==> config.mk <==
export PLATFORM = sky130hd
export DESIGN_NAME = kf8259_in_service_ext
export DESIGN_NICKNAME = d
export VERILOG_FILES = /design/src/rtl/kf8259_in_service_ext.sv
export SDC_FILE = /design/constraint.sdc
export NUM_CORES = 1
export LEC_CHECK = 0
export ABC_CLOCK_PERIOD_IN_PS = 4300
export CAP_MARGIN = 20
export CELL_PAD_IN_SITES_DETAIL_PLACEMENT = 1
export CELL_PAD_IN_SITES_GLOBAL_PLACEMENT = 1
export CORE_MARGIN = 2
export CORE_UTILIZATION = 25
export CTS_BUF_LIST = sky130_fd_sc_hd__clkbuf_16
export DETAILED_ROUTE_END_ITERATION = 7
export DONT_BUFFER_PORTS = 1
export GPL_TIMING_DRIVEN = 0
export PLACE_DENSITY_LB_ADDON = 0.1
export SYNTH_ARGS = -nofsm -noshare
export SYNTH_HDL_FRONTEND = slang
export SYNTH_SLANG_ARGS = --single-unit
==> constraint.sdc <==
create_clock -name clock -period 4.3 [get_ports clock]
set_clock_uncertainty 0.1 [all_clocks]
set_input_delay 0.645 -clock clock [delete_from_list [all_inputs] [get_ports clock]]
set_output_delay 0.645 -clock clock [all_outputs]
set_load 0.03 [all_outputs]
==> src/rtl/kf8259_in_service_ext.sv <==
// kf8259_in_service_ext
//   In-service tracker for the KF8259 interrupt controller, generalised to
//   LEVELS interrupt levels. It holds the in-service register (ISR) and the
//   rotating priority base. It applies specific and non-specific EOI,
//   auto-EOI, rotate-on-EOI and set-priority commands. It also publishes the
//   highest-priority unmasked in-service level as a registered one-hot vector.
//
// Parameters
//   LEVELS  number of interrupt levels (power of two, 2..32)
//   ROT_W   level index width, derived from LEVELS
//
// Ports
//   clock, reset                 clock; synchronous active-high reset
//   interrupt, latch_in_service  level(s) being acknowledged, set strobe
//   auto_eoi                     auto-EOI mode
//   interrupt_special_mask       levels excluded from highest-level resolution
//   eoi_valid/specific/level     EOI command
//   rotate_on_eoi                rotate priority on a successful clear
//   set_priority_valid/level     level to become lowest priority
//   in_service_register          current ISR
//   highest_level_in_service     one-hot highest unmasked ISR bit, or 0
//   priority_base                index of the highest-priority level
//   in_service_count, eoi_error  status outputs (see macro below)
//
// Build option
//   KF8259_IS_STATUS_EN  when defined, in_service_count (ISR popcount) and
//                        eoi_error (invalid EOI pulse) are implemented.
//                        Otherwise both outputs are tied to 0.

module kf8259_in_service_ext #(
  parameter int LEVELS = 8,
  parameter int ROT_W  = $clog2(LEVELS)
) (
  input  logic                        clock,
  input  logic                        reset,
  input  logic [LEVELS-1:0]           interrupt,
  input  logic                        latch_in_service,
  input  logic                        auto_eoi,
  input  logic [LEVELS-1:0]           interrupt_special_mask,
  input  logic                        eoi_valid,
  input  logic                        eoi_specific,
  input  logic [ROT_W-1:0]            eoi_level,
  input  logic                        rotate_on_eoi,
  input  logic                        set_priority_valid,
  input  logic [ROT_W-1:0]            set_priority_level,
  output logic [LEVELS-1:0]           in_service_register,
  output logic [LEVELS-1:0]           highest_level_in_service,
  output logic [ROT_W-1:0]            priority_base,
  output logic [$clog2(LEVELS+1)-1:0] in_service_count,
  output logic                        eoi_error
);

  localparam int CNT_W = $clog2(LEVELS+1);

  function automatic logic [LEVELS-1:0] rot_r(input logic [LEVELS-1:0] v,
                                              input logic [ROT_W-1:0]  s);
    logic [2*LEVELS-1:0] d;
    d = {v, v} >> s;
    return d[LEVELS-1:0];
  endfunction

  function automatic logic [LEVELS-1:0] rot_l(input logic [LEVELS-1:0] v,
                                              input logic [ROT_W-1:0]  s);
    logic [2*LEVELS-1:0] d;
    d = {v, v} << s;
    return d[2*LEVELS-1:LEVELS];
  endfunction

  function automatic logic [LEVELS-1:0] lsb(input logic [LEVELS-1:0] v);
    return v & (~v + LEVELS'(1));
  endfunction

  // Index of a one-hot vector. Callers pass a one-hot value (or 0).
  function automatic logic [ROT_W-1:0] oh2idx(input logic [LEVELS-1:0] v);
    logic [ROT_W-1:0] r;
    r = '0;
    for (int i = 0; i < LEVELS; i++)
      if (v[i]) r = r | ROT_W'(i);
    return r;
  endfunction

  logic [LEVELS-1:0] isr_q, highest_q, aeoi_q;
  logic [ROT_W-1:0]  base_q;

  logic [LEVELS-1:0] eoi_target, clr, isr_d, highest_d, aeoi_d;
  logic [ROT_W-1:0]  base_d, eoi_idx;
  logic              eoi_ok;

  always_comb begin
    eoi_target = eoi_specific ? (LEVELS'(1) << eoi_level) : highest_q;
    eoi_idx    = eoi_specific ? eoi_level : oh2idx(highest_q);
    // An EOI is only valid if it names something actually in service. An
    // invalid one is dropped entirely, so it can neither clear nor rotate.
    eoi_ok     = eoi_valid & (eoi_specific ? isr_q[eoi_level] : |highest_q);

    clr   = (eoi_ok ? eoi_target : '0) | aeoi_q;
    // Applying the set after the clear lets a same-cycle latch win.
    isr_d = (isr_q & ~clr) | (latch_in_service ? interrupt : '0);

    // Precedence: set-priority, then explicit EOI rotation, then auto-EOI.
    // Index arithmetic wraps naturally because LEVELS is a power of two.
    base_d = base_q;
    if (set_priority_valid)
      base_d = set_priority_level + ROT_W'(1);
    else if (rotate_on_eoi && eoi_ok)
      base_d = eoi_idx + ROT_W'(1);
    else if (rotate_on_eoi && |aeoi_q)
      base_d = oh2idx(lsb(aeoi_q)) + ROT_W'(1);

    // Rotate so that base sits at bit 0. Take the lowest set bit, then
    // rotate back.
    highest_d = rot_l(lsb(rot_r(isr_d & ~interrupt_special_mask, base_d)), base_d);

    aeoi_d = (auto_eoi && latch_in_service) ? interrupt : '0;
  end

  always_ff @(posedge clock) begin
    if (reset) begin
      isr_q     <= '0;
      highest_q <= '0;
      aeoi_q    <= '0;
      base_q    <= '0;
    end else begin
      isr_q     <= isr_d;
      highest_q <= highest_d;
      aeoi_q    <= aeoi_d;
      base_q    <= base_d;
    end
  end

  assign in_service_register      = isr_q;
  assign highest_level_in_service = highest_q;
  assign priority_base            = base_q;

`ifdef KF8259_IS_STATUS_EN
  logic [CNT_W-1:0] cnt_q;
  logic             err_q;

  function automatic logic [CNT_W-1:0] popcnt(input logic [LEVELS-1:0] v);
    logic [CNT_W-1:0] c;
    c = '0;
    for (int i = 0; i < LEVELS; i++)
      c = c + CNT_W'(v[i]);
    return c;
  endfunction

  always_ff @(posedge clock) begin
    if (reset) begin
      cnt_q <= '0;
      err_q <= 1'b0;
    end else begin
      cnt_q <= popcnt(isr_d);
      err_q <= eoi_valid & ~eoi_ok;
    end
  end

  assign in_service_count = cnt_q;
  assign eoi_error        = err_q;
`else
  assign in_service_count = '0;
  assign eoi_error        = 1'b0;
`endif

endmodule
==> summary.txt <==
Status
  • Status: complete, no violations

Logic synthesis
  • Top cells by count, synth: nor2_1, a21oi_1, dfxtp_1, nand2_1, and2_1
  • Synth top area share: 24.3%
  • Top_reg_cell synth: dfxtp_1
  • Seq cells post-synth: 27
  • Async S/R FF share, synth: 0%
  • Synth area leader: dfxtp_1
  • Synthesized cell area: 2220 um^2
  • Netlist cell types: 65
  • Top-count cell post-synth: nor2_1
  • Post-synth EDFFs: 0
  • Post-Syn Instances: 284
  • Mean Syn Cell Area: 7.82 um^2
  • Seq/Total Area, Yosys: 24.3%
  • Largest cells by area after synthesis: dfxtp_1, a21oi_1, nor2_1
  • Synth Warn #: 0

Global route
  • Initial antenna violation count: 0
  • Total gr overflow: 0
  • Largest net degree at the start of global routing: 15
  • Wire length of the first global-routing pass: 13200 um
  • Vias in the first global route: 2324
  • GRT Total Usage: 17.3%

Critical path
  • WP depth: 11
  • WP buf/inv: 1
  • Worst-path fanout max: 10
  • R2R cell count: 11
  • Critical path's slowest cell: or4_4
  • Critical path type: flip-flop to flip-flop
  • CP startpoint kind: flip-flop
  • Crit end category: flip-flop
  • CP Cell Sequence: or4_4 > or3_4 > and3_4 > a2111oi_4 > or2_4 > mux4_1 > a21oi_1 > or2_1 > buf_2 > nand3_1 > a311oi_1
  • CP required: 4.33 ns
  • Critical path's top delay family: simple AND/OR/NAND/NOR gates
  • CP max stage delay: 0.59 ns
  • Arrival @ worst endpoint: 4.17 ns

Worst hold path
  • Hold Crit Depth: 1
  • HP Class: primary input to flip-flop

Timing
  • Setup TNS: 0 ns
  • Fin worst setup slack: 0.164 ns
  • Fmax: 0.242 GHz
  • Slew Limit Headroom: 39.0%
  • Worst slew pin tran: 0.915 ns
  • Setup violators final: 0
  • Fin. Hold Viols: 0
  • Post-layout min period: 4.14 ns
  • Final Slew Violations: 0
  • Final period util: 96.2%
  • RSZ-0062 raised after global routing: no

Place
  • DP Worst Slack: 0.135 ns
  • Input/output buffers: 0
  • Gpl congestion: 0.857
  • DP HPWL: 6930 um

Finish
  • Layout cells sized above 1: 9.93%
  • Area Growth Syn to Fin: 10.3%
  • # diodes: 0
  • Nets: 326

Pwr
  • Leak pwr: 0.916 nW
  • Reg power frac: 34.8%
  • PnR Total Power: 0.00100 W
  • Pwr/cell area: 408 nW/um^2
  • Sw power: 0.000431 W
  • Clock power share: 21.3%
  • Comb power frac: 44.0%
  • Sw frac: 43.0%
  • Max VDD drop: 0.000132 V
  • P_int: 0.000570 W

Clock network
  • CTS resizes: 0
  • Clk slew on worst S/H paths: 0.07 ns
  • CTS root buf: clkbuf_16
  • CTS Sinks: 27
  • CTS H-tree depth: 1
  • Post-CTS setup buffer count: 0
  • Max clock buf depth: 2
  • CTS tree: done
  • Worst-Skew Late Latency: 0.26 ns
  • CTS buffer count: 3
  • Hold Buf Count CTS: 0

Die
  • Die area: 9660 um^2
  • Initial Utilization: 25.6%
  • Placement row count: 34
  • Die width: 98.3 um
  • IO Pins: 54
  • Die height: 98.3 um
  • Total core area: 8680 um^2

Flow run
  • Max-cap violations: 0

Detailed routing
  • Avg WL per Cell: 21.0 um
  • Routed via count: 2201
  • Via density per instance: 5.50
  • Drt pass-1 iters: 4
  • Drt drc: 0
  • DR iter-0 viols: 59
  • Routed wire length: 8400 um
  • ANT nets after route: 0
## routing by layer
layer	share of wire, %	up-vias	wire length [um]	GRT usage [%]
met5	0	-	0	0
met4	1.5	0	122	4.64
met3	4.1	6	342	2.86
met2	49	41	4130	30.4
met1	45	1071	3810	22.0
li1	-	1083	-	-
## logic make-up (layout without fill, tap and decap cells)
group                      Yosys count  count (layout)  synth area share, %
and+or+nand+nor                    114             114                 27.9
DFF                                 27              27                 24.3
buffers and inverters               26              30                 5.86
other                                1               5                0.169
AOI/OAI and AO/OA                   96              96                 31.0
adders and majority gates            3               3                 1.69
xor gates and xnor gates             2               2                0.788
muxes                               15              15                 8.28
## cells in the final DEF (no fill, tap or decap), types with 4 or more instances in the layout
master / count
a211oi_1: 4
a21oi_1: 27
a22oi_1: 5
a311oi_1: 5
a32o_1: 4
and2_1: 12
and3_1: 4
buf_4: 6
clkbuf_1: 9
conb_1: 5
dfxtp_1: 27
inv_1: 9
mux2_2: 4
mux2i_1: 9
nand2_1: 18
nand3_1: 9
nor2_1: 32
nor2b_1: 7
nor3_1: 7
o211ai_1: 6
o21ai_0: 8
o21ai_1: 4
or4_1: 4
## state kept, by name (all words and copies together) (netlist names)
| signal | cells |
|---|---|
| priority_base | 3 |
| highest_level_in_service | 8 |
| in_service_register | 8 |
| aeoi_q | 8 |
## power groups by stage
stage	clock network [W]	registers [W]	logic [W]
6_report	0.000213	0.000348	0.000440
5_1_grt	0.000227	0.000352	0.000489
4_1_cts	0.000219	0.000349	0.000441
3_5_place_dp	0	0.000355	0.000438
3_3_place_gp	0	0.000354	0.000439
2_1_floorplan	0	0.000341	0.000336
## per-stage QoR
| stage | instance area, um^2 | instances | util [%] | hold slack (ns) |
|---|---|---|---|---|
| CTS | 2450 | 400 | 28.2 | 0.397 |
| global placement | 2370 | 396 | 27.3 | 0.538 |
| floorplan | 2240 | 288 | - | 0.459 |
| detailed placement | 2370 | 396 | 27.3 | 0.538 |
| global route | 2450 | 400 | 28.2 | 0.397 |
| finish | 2450 | 400 | 28.2 | 0.397 |
## worst paths after layout
kind / from / end / slack, ns
max reg2reg: highest_level_in_service[5] / highest_level_in_service[0] / 0.16
max: highest_level_in_service[5] / highest_level_in_service[0] / 0.16
min reg2reg: aeoi_q[7] / in_service_register[7] / 0.56
min: interrupt[5] / aeoi_q[5] / 0.40
## final cells by class
class	instances	area, um^2
clock inverter	1	3.75
clock buffer	3	75.1
sequential	27	541
buffer	18	100
multi-input combinational	235	1570
fill	1066	6230
inverter	8	30.0
tap	108	135
Power figures use the tool's default switching activity.
